**src/rtl/rf_pkg.sv**
```systemverilog
// Shared FSM state type and width helpers for the banked register file.
package rf_pkg;

    typedef enum logic [1:0] {IDLE, COPY, DONE} copy_state_t;

    function automatic int addr_w(input int num_banks, input int bank_size);
        return $clog2(num_banks * bank_size);
    endfunction

    function automatic int off_w(input int bank_size);
        return $clog2(bank_size);
    endfunction

    function automatic int bank_w(input int num_banks);
        return ($clog2(num_banks) > 1) ? $clog2(num_banks) : 1;
    endfunction

endpackage

```
**src/rtl/rf_copy_ctrl.sv**
```systemverilog
// Bank-copy sequencer: one register per cycle, BANK_SIZE cycles busy, then a one-cycle done.
// Requests are accepted only in IDLE and only with in-range banks; others are dropped, no backpressure.
module rf_copy_ctrl
    import rf_pkg::*;
#(
    parameter int NUM_BANKS = 3,
    parameter int BANK_SIZE = 4,
    parameter int ADDR_W    = 4,
    parameter int OFF_W     = 2,
    parameter int BANK_W    = 2
) (
    input  logic              clk,
    input  logic              reset,
    input  logic              start_i,
    input  logic [BANK_W-1:0] src_i,
    input  logic [BANK_W-1:0] dst_i,
    output logic              we_o,
    output logic [ADDR_W-1:0] src_addr_o,
    output logic [ADDR_W-1:0] dst_addr_o,
    output logic              busy_o,
    output logic              done_o
);

    localparam logic [OFF_W-1:0] LAST_IDX = OFF_W'(BANK_SIZE - 1);

    copy_state_t       state_q;
    logic [OFF_W-1:0]  idx_q;
    logic [BANK_W-1:0] src_q;
    logic [BANK_W-1:0] dst_q;
    logic              busy_q;
    logic              done_q;
    logic              req_ok;

    assign req_ok = (int'(src_i) < NUM_BANKS) && (int'(dst_i) < NUM_BANKS);

    always_ff @(posedge clk or posedge reset) begin
        if (reset) begin
            state_q <= IDLE;
            idx_q   <= '0;
            src_q   <= '0;
            dst_q   <= '0;
            busy_q  <= 1'b0;
            done_q  <= 1'b0;
        end else begin
            case (state_q)
                IDLE: begin
                    if (start_i && req_ok) begin
                        state_q <= COPY;
                        src_q   <= src_i;
                        dst_q   <= dst_i;
                        idx_q   <= '0;
                        busy_q  <= 1'b1;
                    end
                end
                COPY: begin
                    idx_q <= idx_q + 1'b1;
                    if (idx_q == LAST_IDX) begin
                        state_q <= DONE;
                        busy_q  <= 1'b0;
                        done_q  <= 1'b1;
                    end
                end
                DONE: begin
                    state_q <= IDLE;
                    done_q  <= 1'b0;
                end
                default: begin
                    state_q <= IDLE;
                    busy_q  <= 1'b0;
                    done_q  <= 1'b0;
                end
            endcase
        end
    end

    // BANK_SIZE is a power of two, so bank:offset concatenation is the flat address.
    assign src_addr_o = ADDR_W'({src_q, idx_q});
    assign dst_addr_o = ADDR_W'({dst_q, idx_q});
    assign we_o       = (state_q == COPY);
    assign busy_o     = busy_q;
    assign done_o     = done_q;

endmodule

```
**src/rtl/banked_reg_file.sv**
```systemverilog
// Banked register file: combinational reads with write bypass, one write port, bank-copy engine.
// Reads are zero-latency; writes and pointer updates take effect at the edge; no backpressure.
module banked_reg_file
    import rf_pkg::*;
#(
    parameter int NUM_BANKS   = 3,
    parameter int BANK_SIZE   = 4,
    parameter int REG_WIDTH   = 8,
    parameter int RT_BANK_RST = 1,
    parameter int RD_BANK_RST = 2,
    localparam int NUM_REG    = NUM_BANKS * BANK_SIZE,
    localparam int ADDR_W     = addr_w(NUM_BANKS, BANK_SIZE),
    localparam int OFF_W      = off_w(BANK_SIZE),
    localparam int BANK_W     = bank_w(NUM_BANKS)
) (
    input  logic                 clk,
    input  logic                 reset,
    input  logic                 write,
    input  logic [ADDR_W-1:0]    rs_addr,
    input  logic [OFF_W-1:0]     rt_addr,
    input  logic [OFF_W-1:0]     rd_addr,
    input  logic [REG_WIDTH-1:0] rd_in,
    output logic [REG_WIDTH-1:0] rs_out,
    output logic [REG_WIDTH-1:0] rt_out,
    input  logic                 bank_set,
    input  logic [BANK_W-1:0]    rt_bank_in,
    input  logic [BANK_W-1:0]    rd_bank_in,
    output logic [BANK_W-1:0]    rt_bank,
    output logic [BANK_W-1:0]    rd_bank,
    input  logic                 copy_start,
    input  logic [BANK_W-1:0]    copy_src,
    input  logic [BANK_W-1:0]    copy_dst,
    output logic                 copy_busy,
    output logic                 copy_done
);

    logic [REG_WIDTH-1:0] regs_q [NUM_REG];
    logic [BANK_W-1:0]    rt_bank_q, rt_bank_d;
    logic [BANK_W-1:0]    rd_bank_q, rd_bank_d;
    logic [ADDR_W-1:0]    rt_eff, rd_eff;
    logic [ADDR_W-1:0]    cp_src, cp_dst;
    logic                 cp_we;

    rf_copy_ctrl #(
        .NUM_BANKS (NUM_BANKS),
        .BANK_SIZE (BANK_SIZE),
        .ADDR_W    (ADDR_W),
        .OFF_W     (OFF_W),
        .BANK_W    (BANK_W)
    ) u_copy (
        .clk        (clk),
        .reset      (reset),
        .start_i    (copy_start),
        .src_i      (copy_src),
        .dst_i      (copy_dst),
        .we_o       (cp_we),
        .src_addr_o (cp_src),
        .dst_addr_o (cp_dst),
        .busy_o     (copy_busy),
        .done_o     (copy_done)
    );

    assign rt_eff = ADDR_W'({rt_bank_q, rt_addr});
    assign rd_eff = ADDR_W'({rd_bank_q, rd_addr});

    always_comb begin
        rs_out = '0;
        if (write && (rd_eff == rs_addr)) begin
            rs_out = rd_in;
        end else if (int'(rs_addr) < NUM_REG) begin
            rs_out = regs_q[rs_addr];
        end
    end

    assign rt_out = (write && (rd_eff == rt_eff)) ? rd_in : regs_q[rt_eff];

    // An out-of-range bank value leaves only its own pointer untouched.
    always_comb begin
        rt_bank_d = rt_bank_q;
        rd_bank_d = rd_bank_q;
        if (bank_set && (int'(rt_bank_in) < NUM_BANKS)) rt_bank_d = rt_bank_in;
        if (bank_set && (int'(rd_bank_in) < NUM_BANKS)) rd_bank_d = rd_bank_in;
    end

    always_ff @(posedge clk or posedge reset) begin
        if (reset) begin
            rt_bank_q <= BANK_W'(RT_BANK_RST);
            rd_bank_q <= BANK_W'(RD_BANK_RST);
        end else begin
            rt_bank_q <= rt_bank_d;
            rd_bank_q <= rd_bank_d;
        end
    end

    // Port write is issued last so it overrides a copy write to the same register.
    always_ff @(posedge clk or posedge reset) begin
        if (reset) begin
            for (int i = 0; i < NUM_REG; i++) regs_q[i] <= '0;
        end else begin
            if (cp_we) regs_q[cp_dst] <= regs_q[cp_src];
            if (write) regs_q[rd_eff] <= rd_in;
        end
    end

    assign rt_bank = rt_bank_q;
    assign rd_bank = rd_bank_q;

endmodule

```
**config.mk**
```make
export PLATFORM = sky130hd
export DESIGN_NAME = banked_reg_file
export DESIGN_NICKNAME = d
export VERILOG_FILES = /design/src/rtl/rf_pkg.sv /design/src/rtl/rf_copy_ctrl.sv /design/src/rtl/banked_reg_file.sv
export SDC_FILE = /design/constraint.sdc
export NUM_CORES = 1
export LEC_CHECK = 0
export CORE_MARGIN = 1.5
export CORE_UTILIZATION = 53
export DETAILED_ROUTE_END_ITERATION = 7
export GPL_ROUTABILITY_DRIVEN = 0
export HOLD_SLACK_MARGIN = 0.15
export PLACE_DENSITY = 0.73
export SYNTH_ARGS = -nofsm -noshare
export SYNTH_HDL_FRONTEND = slang
export SYNTH_HIERARCHICAL = 1
export SYNTH_SLANG_ARGS = --single-unit
```
**constraint.sdc**
```tcl
create_clock -name clk -period 4 [get_ports clk]
set_clock_uncertainty 0.15 [all_clocks]
set_input_delay 0.6 -clock clk [delete_from_list [all_inputs] [get_ports clk]]
set_output_delay 0.6 -clock clk [all_outputs]
set_load 0.01 [all_outputs]
```
After elaboration in Yosys (flattened, before gate mapping)
Cells that the tools add are included.
{"block": "classes", "n_eq_ne": 7, "n_reduce_logical": 15, "muxes": 30, "order_cmp": 12, "bitwise": 7, "n_addsub": 1}
{"op": "bitwise mux 96 bit", "n": 2}
{"op": "two-way mux 96 bit", "n": 2}
{"op": "binary-select mux 8 bit (select 4 bit)", "n": 3}
{"op": "two-way mux 8 bit", "n": 11}
{"op": "demux 8 bit (select 4 bit)", "n": 2}
{"op": ">= comparator 5 bit, second input constant", "n": 5}
{"op": "inverter 4 -> 5 bit", "n": 5}
{"op": "less-than comparator 5 x 1 -> 1 bit, second input constant", "n": 2}
{"op": "equality test 4 bit", "n": 2}
{"op": "logical AND 1 bit", "n": 8}
{"op": "less-than comparator 2 bit, second input constant", "n": 4}
{"op": "case mux 2 bit (2 select lines)", "n": 2}
{"op": "AND reduction 2 bit", "n": 4}
{"op": "two-way mux 2 bit", "n": 3}
{"op": "equality test 2 bit, second input constant", "n": 2}
{"op": "less-than comparator 4 bit, second input constant", "n": 1}
{"op": "inequality test 2 x 1 -> 1 bit, second input constant", "n": 2}
{"op": "two-way mux 1 bit", "n": 3}
{"op": "case mux 1 bit (3 select lines)", "n": 1}
{"op": "AND reduction 3 bit", "n": 1}
{"op": "adder 2 x 1 -> 2 bit, second input constant", "n": 1}
{"op": "equality test 2 x 1 -> 1 bit, second input constant", "n": 1}
{"op": "logical NOT 2 bit", "n": 1}
{"op": "inverter 1 bit", "n": 2}
{"op": "other kinds (2)", "n": 2}
{"block": "totals", "ff_bits": 110, "elab_cells": 92, "input_bits": 29, "out_inout_bits": 22}

Longest topological paths before layout
{"block": "logic_depth", "ltp_word": 9, "mapped_depth": 9, "mapped_depth_nobuf": 6}

Modules after synthesis
Netlist, hierarchy kept.
{"mod": "banked_reg_file", "area_per_inst_um2": 7069.3, "cells_each": 619, "instances": 1, "seq_area_each_um2": 2504.9}
{"mod": "rf_copy_ctrl", "area_per_inst_um2": 465.4, "cells_each": 35, "instances": 1, "seq_area_each_um2": 250.2}

Least setup slack after synthesis
OpenSTA, ideal clock, no wires.
{"block": "synth_timing", "kind": "input -> output", "from": "input port rt_addr[0]", "to": "output port rt_out[4]", "n_path_buf": 2, "path_slack_ns": 1.138, "stages": 6, "arrival_ns": 2.112, "cell_sequence": "buf_2 > buf_2 > mux4_2 > mux2i_1 > o21ai_0 > mux2_2"}
{"block": "synth_via", "elab_chain_cells": 5, "elab_cells_between_ends": 7}
{"item": "start: declaration", "line_no": "banked_reg_file.sv:20", "text": "input logic [OFF_W-1:0] rt_addr,"}
{"item": "inverter 4 -> 5 bit (implied by the code)", "line_no": "banked_reg_file.sv:75", "text": "assign rt_out = (write && (rd_eff == rt_eff)) ? rd_in : regs_q[rt_eff];"}
{"item": "binary-select mux 8 bit (select 4 bit)", "line_no": "banked_reg_file.sv:75"}
{"item": "two-way mux 8 bit (implied by the code) (2 in series)", "line_no": "banked_reg_file.sv:75"}
{"item": "two-way mux 8 bit *", "line_no": "banked_reg_file.sv:75"}
{"item": "end: declaration", "line_no": "banked_reg_file.sv:24", "text": "output logic [REG_WIDTH-1:0] rt_out,"}
Every way passes the cells marked *; elsewhere a longest branch is shown, timed or not. The select of a mux whose other input is x is not followed.

Final worst setup path
{"block": "layout_timing", "from": "input port rs_addr[0]", "to": "output port rs_out[0]"}
{"block": "layout_via", "elab_chain_cells": 6, "elab_cells_between_ends": 9}
{"item": "start: declaration", "line_no": "banked_reg_file.sv:19", "text": "input logic [ADDR_W-1:0] rs_addr,"}
{"item": "inverter 4 -> 5 bit (implied by the code)", "line_no": "banked_reg_file.sv:71", "text": "rs_out = regs_q[rs_addr];"}
{"item": "binary-select mux 8 bit (select 4 bit)", "line_no": "banked_reg_file.sv:71"}
{"item": "two-way mux 8 bit (implied by the code) (2 in series)", "line_no": "banked_reg_file.sv:71"}
{"item": "two-way mux 8 bit", "line_no": "banked_reg_file.sv:70", "text": "end else if (int'(rs_addr) < NUM_REG) begin"}
{"item": "two-way mux 8 bit *", "line_no": "banked_reg_file.sv:68", "text": "if (write && (rd_eff == rs_addr)) begin"}
{"item": "end: declaration", "line_no": "banked_reg_file.sv:23", "text": "output logic [REG_WIDTH-1:0] rs_out,"}
Marked as above.

==> summary.txt <==
Route
  – Vias per inst: 7.75
  – Via count: 6902
  – Met1 Wirelength: 9610 µm
  – First drt pass iteration count: 6
  – Final WL: 28000 µm
  – Post-route antenna net violation count: 0
  – Wire length on met2: 12000 µm
  – Initial DRC count: 1164
  – Post-route DRC: 0
  – WL/cell: 31.4 µm
  – Met3 WL: 4270 µm
  – Top routing layer in use: met4

Pwr
  – Leakage: 3.40 nW
  – Flop pwr share: 36.1%
  – P_sw: 0.00278 W
  – PD cells: 733 nW/µm²
  – Switching share of power: 44.1%
  – Max VDD drop: 0.491 mV
  – Clk network pwr share: 13.4%
  – Internal Power: 0.00352 W
  – Comb power frac: 50.5%

Synth
  – Post-synth net total: 684
  – Synth area leader: dfrtp_1
  – Synth Area in Compound Gates: 24.2%
  – Register area share after synthesis: 36.6%
  – Mapped Area: 7530 µm²
  – Syn_area_per_cell: 11.5 µm²
  – Post-synth EDFFs: 0
  – Syn Inst Count: 654
  – Post-synth cell types: 53
  – Post-Synth Adder-Cell Area: 0.166%
  – Simple-gate share of the synthesized area: 7.61%
  – Largest family of logic cells by synthesized area: multiplexers
  – Post-synthesis mux area share: 25.6%
  – Top-count cell post-synth: dfrtp_1
  – Synth area leaders: dfrtp_1, mux4_2, a22oi_1
  – Yosys top cell area share: 35.9%
  – Yosys reg bits: 110
  – YS warnings: 6
  – Ys flop type: dfrtp_1
  – Commonest cells post-synth: dfrtp_1, a22oi_1, o21ai_1
  – FFs w/ async S/R, synth: 100%
  – XOR/XNOR Fraction of Synth Area: 0.930%

Die
  – Die W: 122 µm
  – IO Pins: 51
  – Die Y: 122 µm
  – Die area: 14900 µm²
  – Core ar.: 13900 µm²
  – Site Rows: 43
  – Starting Density: 54.3%

STA
  – Final hold viol count: 0
  – Setup Viol. Count Final: 0
  – Slew Limit Headroom: 17.9%
  – Slew at the pin with the worst max-slew slack: 1.23 ns
  – Final period util: 91.8%
  – Fin. max-slew vios: 0
  – Worst Hold Slack: 0.343 ns
  – RSZ-0062 raised after global routing: false
  – Fin crit period: 3.67 ns
  – Max Freq: 0.272 GHz
  – Setup Total Neg Slack: 0 ns

Outcome
  – Outcome: finished, final reports clean

Place
  – I/O Buffers: 50
  – Dpl hpwl: 17700 µm

Cells and area
  – Nets: 735
  – Area grow syn2layout: 14.0%
  – Share of post-route cells with drive strength above 1: 23.2%
  – Fill count: 1077

Clock tree
  – Clock-pin transition on the worst setup and hold timing paths: 0.07 ns
  – TritonCTS Sinks: 110
  – Post-CTS Setup Bufs: 0
  – CTS tree: done
  – PostCTS Resize Cnt: 0
  – H-tree Lvls: 3
  – Worst skew pair latency: 0.36 ns
  – CTS Buf Count: 9
  – Hold buffer count at cts: 0
  – Clock Path Buffers: 2
  – CTS root buf: clkbuf_16

Critical path
  – CP Class: in -> out
  – CP Capture Type: output pin
  – WP data required: 3.25 ns
  – Setup crit start kind: input port
  – Critical Path Fanout Max: 19
  – CP arrival: 2.92 ns

Global route
  – First-pass GRT wire length: 41300 µm
  – Antenna violations before repair: 2
  – Overflow after GRT: 0
  – Vias in the first global route: 6716
  – Largest net degree at the start of global routing: 53
  – GRT Total Usage: 38.8%

Min path
  – HP Class: reg -> reg

Flow run
  – Max-cap violation count: 0
[cell type report]
| type | count | area, µm² | share of cell area [%] |
|---|---|---|---|
| Clock buffer | 13 | 240 | 2.80 |
| Timing Repair Buffer | 97 | 918 | 10.7 |
| Inverter | 3 | 13.8 | 0.160 |
| Tap cell | 180 | 225 | 2.62 |
| Multi-Input combinational cell | 484 | 4410 | 51.3 |
| Sequential cell | 110 | 2760 | 32.1 |
| Antenna cell | 1 | 2.50 | 0.0291 |
| Clock inverter | 3 | 21.3 | 0.248 |
[through the flow]
| step | utilization (%) | area (µm²) | total power, W | std cells | setup slack [ns] |
|---|---|---|---|---|---|
| after floorplan | - | 7530 | 0.00445 | 654 | 0.635 |
| after global placement | 60.0 | 8320 | 0.00516 | 874 | 0.361 |
| after detailed placement | 60.0 | 8320 | 0.00531 | 874 | 0.353 |
| after CTS | 61.8 | 8580 | 0.00616 | 890 | 0.327 |
| after global routing | 61.8 | 8580 | 0.00657 | 890 | 0.271 |
| final | 61.9 | 8590 | 0.00629 | 891 | 0.327 |
[power groups by stage]
stage	logic, W	clock network [W]	registers (W)
after floorplan	0.00251	0	0.00194
after global placement	0.00296	0	0.00220
after detailed placement	0.00308	0	0.00223
after CTS	0.00310	0.000842	0.00222
after global routing	0.00337	0.000887	0.00231
final	0.00318	0.000845	0.00227
[critical path, stage by stage]
cell and delay [ns]:
clkdlybuf4s50_1 0.51, buf_12 0.21, mux4_2 0.53, o311a_1 0.30, mux2_2 0.28, clkdlybuf4s50_1 0.48
[layer usage]
metal | vias to the layer above | GRT usage [%]
li1 | 2753 | -
met1 | 3328 | 48.2
met2 | 648 | 55.0
met3 | 173 | 16.5
met4 | 0 | 25.6
met5 | - | 1.39
[logic make-up (layout without fill, tap and decap cells)]
kind of cell	count (synthesis)	count (layout)
other	0	1
xor gates and xnor gates	8	8
buffers and inverters	60	116
and+or+nand+nor	94	94
DFF	110	110
AOI/OAI and AO/OA	265	265
muxes	116	116
adders and majority gates	1	1
[final timing paths]
path                                          startpoint                     endpoint  slack [ns]  cells past startpoint
hold / removal             u_copy/state_q[1]$_DFFE_PP0P_    u_copy/done_o$_DFFE_PP0P_        0.34                      1
setup / recovery                              rs_addr[0]                    rs_out[0]        0.33                      6
min in group asynchronous                          reset  u_copy/dst_q[1]$_DFFE_PP0P_        0.45                      2
setup reg to reg             u_copy/idx_q[0]$_DFFE_PP0P_         regs_q[61]$_DFF_PP0_        0.96                      5
hold reg to reg            u_copy/state_q[1]$_DFFE_PP0P_    u_copy/done_o$_DFFE_PP0P_        0.34                      1
max in group asynchronous                          reset       rd_bank[1]$_DFFE_PP1P_        2.34                      3
[flip-flops by register name (all words and copies together) (netlist names)]
signal and cells:
rd_bank 2, regs_q 96, rt_bank 2, u_copy/busy_o 1, u_copy/done_o 1, u_copy/dst_q 2
u_copy/idx_q 2, u_copy/src_q 2, u_copy/state_q 2
[cells in the final DEF, fill, tap and decap left out, types with 3 or more instances in the layout]
cell / synthesis / final
mux4_2: 58 / 58
buf_12: 1 / 6
dfrtp_1: 108 / 107
o21ai_0: 44 / 44
a221oi_1: 16 / 16
nand3b_1: 6 / 6
o211ai_1: 8 / 8
and2_1: 13 / 13
buf_4: 8 / 41
nor3b_1: 3 / 3
o221ai_1: 6 / 6
nor2b_1: 11 / 11
o21ai_1: 62 / 62
xor2_1: 6 / 6
mux2_4: 4 / 4
a22oi_1: 106 / 106
a211oi_2: 8 / 8
mux2i_1: 38 / 38
clkdlybuf4s50_1: 0 / 48
nor2_1: 22 / 22
clkbuf_1: 14 / 4
and3b_1: 4 / 4
nand2b_1: 9 / 9
nand2_1: 12 / 12
mux2_2: 16 / 16
o311a_1: 6 / 6
clkbuf_16: 0 / 9
(Power assumes the default switching activity.)
==> patch 1, RTL diff (same flow settings) <==
Put a register stage on the output `rs_out`, with the module's reset. The value now appears one clock later. The other outputs are not delayed to match.
--- a/src/rtl/banked_reg_file.sv
+++ b/src/rtl/banked_reg_file.sv
@@ -35,4 +35,6 @@
 );
 
+    logic [REG_WIDTH-1:0] rs_d;
+
     logic [REG_WIDTH-1:0] regs_q [NUM_REG];
     logic [BANK_W-1:0]    rt_bank_q, rt_bank_d;
@@ -65,9 +67,9 @@
 
     always_comb begin
-        rs_out = '0;
+        rs_d = '0;
         if (write && (rd_eff == rs_addr)) begin
-            rs_out = rd_in;
+            rs_d = rd_in;
         end else if (int'(rs_addr) < NUM_REG) begin
-            rs_out = regs_q[rs_addr];
+            rs_d = regs_q[rs_addr];
         end
     end
@@ -106,4 +108,12 @@
     assign rd_bank = rd_bank_q;
 
+    always_ff @(posedge clk or posedge reset) begin
+        if (reset) begin
+            rs_out <= '0;
+        end else begin
+            rs_out <= rs_d;
+        end
+    end
+
 endmodule
 
Formal check against the unedited RTL: not equivalent (Yosys sat finds a counterexample within 4 cycles, from zero or initial values and one cycle with reset high).
==> patch 1 against the unedited design <==
Core utilization increased by 0.63 points. Clock power increased by 87%. Cell count increased by 1.7%. Worst setup slack got worse by 0.20 ns. Largest cell class unchanged. Final area increased by 5.0%. Total power increased by 14%. Synthesized area increased by 2.9%. Hold slack got worse by 0.0052 ns. Die area increased by 2.8%. Sequential cell count increased by 8. Register-to-register slack got worse by 0.08 ns. Combinational power about the same. Wire length decreased by 5.8%.
==> patch 1: results (changes against the unedited design) <==
Outcome -> finished, final reports clean
Area of the multi-input gates -> 4440 µm² (+0.68%)
Synth Area in XOR/XNOR -> 0.904% (-0.026 points)
Sw Share -> 40.5% (-3.6 points)
Adder-cell share of the synthesized area -> 0.161% (-0.0047 points)
Final cell count without fillers -> 906 (+1.7%)
Clk Latency, worst-skew pair -> 0.43 ns (+0.07 ns)
Share of layout cells above drive strength 1 -> 22.6% (-0.66 points)
Number of buffers created by CTS -> 17 (+8)
Post-synthesis compound-gate area fraction -> 24.0% (-0.23 points)
Commonest cells in the netlist -> 116 x dfrtp_1, 106 x a22oi_1, 76 x o21ai_1, 51 x mux4_2, 40 x mux2i_1
Avg Vias per Cell -> 7.63 (-1.6%)
GR Util All Layers -> 36.5% (-2.3 points)
Largest net degree at the start of global routing -> 72 (+36%)
Synth unique cells -> 55 (+3.8%)
Storage cell area -> 2960 µm² (+7.3%)
Multi-In Gates -> 486 (+0.41%)
Starting DRT DRC Count -> 1,097 (-5.8%)
ClkCell Share -> 6.64% (+3.6 points)
Post-synthesis mux area share -> 24.8% (-0.80 points)
Peak VDD IR -> 386 µV (-21%)
Vias in the first global route -> 6,886 (+2.5%)
Total Routed Length -> 26,400 µm (-5.8%)
# H-tree levels -> 4 (+1)
Reg clk slew, reported paths -> 0.05 ns (-0.02 ns)
Final hold slack -> 0.338 ns (-0.00518 ns)
Worst R2R End -> regs_q[35]
Initial antenna violation count -> 0 (-2)
Gate Count Post-Synth -> 666 (+1.8%)
First-pass GRT wire length -> 40,000 µm (-3.0%)
N_diodes -> 0 (-1)
Post-DP HPWL -> 17,100 µm (-3.9%)
Hold Startpoint -> u_copy/busy_o
Hold path depth -> 2 (+1)
Clock buf count -> 21 (+8)
==> patch 1: changes by cell type after synthesis, moves of 3 or more <==
cell      change
buf_2         +5
buf_4         -3
clkbuf_1      +4
dfrtp_1       +8
mux4_1        +5
mux4_2        -7
nand3b_1      -3
o21ai_0      -18
o21ai_1      +14
==> patch 1: how the worst max path moves through the flow <==
stage / from / endpoint / cells after the start
6_report: rt_bank[0] / rt_out[1] / 5
5_1_grt: rt_bank[0] / rt_out[1] / 5
4_1_cts: rt_bank[0] / rt_out[7] / 5
3_5_place_dp: rt_addr[1] / rt_out[1] / 6
3_3_place_gp: rt_addr[1] / rt_out[2] / 6
2_1_floorplan: reset / rd_bank[0] / 1
==> patch 1: per-stage QoR <==
step	setup slack (ns)	cell area, µm²
floorplan	0.408	7750
finish	0.124	9010
global placement	0.399	8420
CTS	0.0550	9010
global route	0.0102	9010
detailed placement	0.309	8420
==> patch 1: power by group through the flow <==
| stage | logic, µW | registers (µW) | clock network, µW |
|---|---|---|---|
| final | 3170 | 2410 | 1580 |
| after detailed placement | 3080 | 2370 | 0 |
| after CTS | 3110 | 2360 | 1590 |
| after global routing | 3370 | 2460 | 1650 |
| after global placement | 2980 | 2330 | 0 |
| after floorplan | 2480 | 2060 | 0 |
==> patch 1: critical path, cell delays in order (launching register included) <==
cell	delay (ns)
dfstp_2	0.91
xor2_1	0.15
nor3_1	0.20
nand3_1	0.48
mux2_2	0.47
clkdlybuf4s50_1	0.48
==> patch 1: layer usage <==
layer | wire length, µm | vias to the layer above | GRT usage [%]
met1 | 9480 | 3397 | 46.6
met4 | 1580 | 0 | 21.9
met3 | 3250 | 128 | 9.66
met5 | 0 | - | 1.04
met2 | 12100 | 600 | 55.7
li1 | - | 2784 | -
==> patch 2, RTL diff (same settings) <==
Made on the original files. `BANK_SIZE` is set to 4 in 2 places; all go to 8.
--- a/src/rtl/rf_copy_ctrl.sv
+++ b/src/rtl/rf_copy_ctrl.sv
@@ -5,5 +5,5 @@
 #(
     parameter int NUM_BANKS = 3,
-    parameter int BANK_SIZE = 4,
+    parameter int BANK_SIZE = 8,
     parameter int ADDR_W    = 4,
     parameter int OFF_W     = 2,
--- a/src/rtl/banked_reg_file.sv
+++ b/src/rtl/banked_reg_file.sv
@@ -5,5 +5,5 @@
 #(
     parameter int NUM_BANKS   = 3,
-    parameter int BANK_SIZE   = 4,
+    parameter int BANK_SIZE   = 8,
     parameter int REG_WIDTH   = 8,
     parameter int RT_BANK_RST = 1,
Interface: changed (resized rd_addr, rs_addr and rt_addr); port bits go from 51 to 54. No check against the original RTL was run, so the function may have changed too.
==> patch 2 against the unedited design <==
The flow now finishes with violations (design-rule violations, negative setup slack). Final area grew 84%. Maximum frequency shrank 8.4%. Via count grew 110%. Synthesized area grew 88%. Total power grew 120%. Global-route usage grew 1.6 points. Worst setup slack lost 0.34 ns. Sequential cell count grew 97. First-iteration DRC count grew 140%. Wire length grew 100%. Largest cell class unchanged.
==> patch 2: results (changes against the unedited design) <==
Final setup fails -> 1 (+1)
Area after DPL -> 15,000 µm² (+80%)
Regs by FF count -> regs_q: 192 flops, u_copy/idx_q: 3 flops
Peak VDD IR -> 433 µV (-12%)
# H-tree levels -> 1 (-2)
Post-synthesis mux area share -> 21.3% (-4.3 points)
Reg clk slew, reported paths -> 0.06 ns
Adder-cell share of the synthesized area -> 0.177% (+0.011 points)
Vias in the first global route -> 13,200 (+96%)
DRC viols -> 14 (+14)
Pre-antenna DRT Iters -> 8 (+2)
CTS Hold Buffers Added -> 0 (unchanged)
Worst Hold Class -> reg -> reg
Synth Warn # -> 6 (unchanged)
Seq/Total Area, Yosys -> 36.6% (about the same)
Critical path fanouts, max -> 9 (-10)
Largest family of logic cells by synthesized area -> compound AO/OA/AOI/OAI gates
Clk Latency, worst-skew pair -> 0.53 ns (+0.17 ns)
DR vias -> 14,400 (+110%)
Failing checks -> design-rule violations, negative setup slack
Reported leakage power -> 0.00621 µW (+82%)
Syn_nets -> 1,547 (+130%)
I/O Buffers -> 53 (+6.0%)
Pre-CTS worst setup slack -> 0.0410 ns (-0.312 ns)
First-pass GRT wire length -> 84,800 µm (+110%)
Ys async rst share -> 100% (unchanged)
Avg Cell Area, Syn -> 9.37 µm² (-19%)
Switching pwr -> 6750 µW (+140%)
Post-synthesis compound-gate area fraction -> 25.6% (+1.3 points)
Worst slew pin tran -> 0.954 ns (-0.277 ns)
Largest net degree at the start of global routing -> 131 (+150%)
Placed cells -> 1,825 (+110%)
Synth Area in XOR/XNOR -> 0.618% (-0.31 points)
Clk buf depth -> 3 (+1)
Max Cap Violations -> 0 (unchanged)
Worst EP arrival -> 3.26 ns (+0.34 ns)
CTS Root Cell -> clkbuf_16
Sw Share -> 49.3% (+5.2 points)
Number of buffers created by CTS -> 24 (+15)
Main area contributors after synthesis -> dfrtp_1 36%, mux2i_1 15%, o22ai_1 9.9%, a21oi_1 7.7%, a22oi_1 3.2%
Synth unique cells -> 52 (-1.9%)
WL/cell -> 30.5 µm (-2.9%)
Share of layout cells above drive strength 1 -> 12.6% (-11 points)
Starting DRT DRC Count -> 2,773 (+140%)
Commonest cells in the netlist -> 224 x o22ai_1, 219 x a21oi_1, 218 x mux2i_1, 205 x dfrtp_1, 79 x nand2_1
Post-DP HPWL -> 40,300 µm (+130%)
Seq pwr share -> 32.5% (-3.6 points)
Nets -> 1,550 (+110%)
Outcome -> finished, violations left
Avg Vias per Cell -> 7.69 (-0.77%)
Final WS setup -> -0.0108 ns (-0.338 ns)
Total negative setup slack -> -0.0108 ns (-0.0108 ns)
Comb pwr share -> 50.9% (+0.4 points)
Initial antenna violation count -> 0 (-2)
GR Util All Layers -> 40.3% (+1.6 points)
patch 2: cell count changes after synthesis, moves of 39 or more:
cell and delta:
o21ai_1 -62, nand2_1 +67, o21ai_0 -39, o22ai_1 +224
dfrtp_1 +97, nand3_1 +69, mux2i_1 +180, a21oi_1 +218
mux4_2 -55, a22oi_1 -45
patch 2: routing by layer:
| layer | vias to the layer above | track usage, % | part of all wire (%) |
|---|---|---|---|
| met3 | 325 | 13.5 | 16 |
| met1 | 6846 | 53.6 | 36 |
| met2 | 1381 | 56.5 | 40 |
| li1 | 5820 | - | - |
| met5 | - | 1.39 | 0.049 |
| met4 | 2 | 24.8 | 7.8 |
patch 2: final timing paths:
path / start / to / slack, ns / cells past startpoint
setup / recovery: rs_addr[2] / rs_out[2] / -0.01 / 6
hold / removal: u_copy/state_q[1] / u_copy/done_o / 0.32 / 1
setup reg to reg: u_copy/idx_q[0] / regs_q[15] / 0.56 / 7
hold reg to reg: u_copy/state_q[1] / u_copy/done_o / 0.32 / 1
max in group asynchronous: reset / regs_q[71] / 2.49 / 3
min in group asynchronous: reset / u_copy/dst_q[1] / 0.33 / 2
patch 2: worst max-delay path, cell delays in order:
cell and delay [ns]:
clkdlybuf4s50_1 0.71, and2_1 0.43, a22oi_1 0.28, nand3_1 0.21, a41oi_1 0.40, clkdlybuf4s50_1 0.61
patch 2: repair_timing:
item	in CTS	in global routing
endpoints found under the hold margin	0	0
setup endpoints to repair	0	8
setup buffers	0	0
resized for setup	0	6
patch 2: final cells by class:
cell class,count,area (µm²)
clock inverters,4,73.8
fillers,2170,10300
multi-input cells,1155,8240
diodes,1,2.50
well taps,335,419
repair buffers,124,1160
flip-flops and latches,207,5180
inverters,4,18.8
clock buffers,40,732
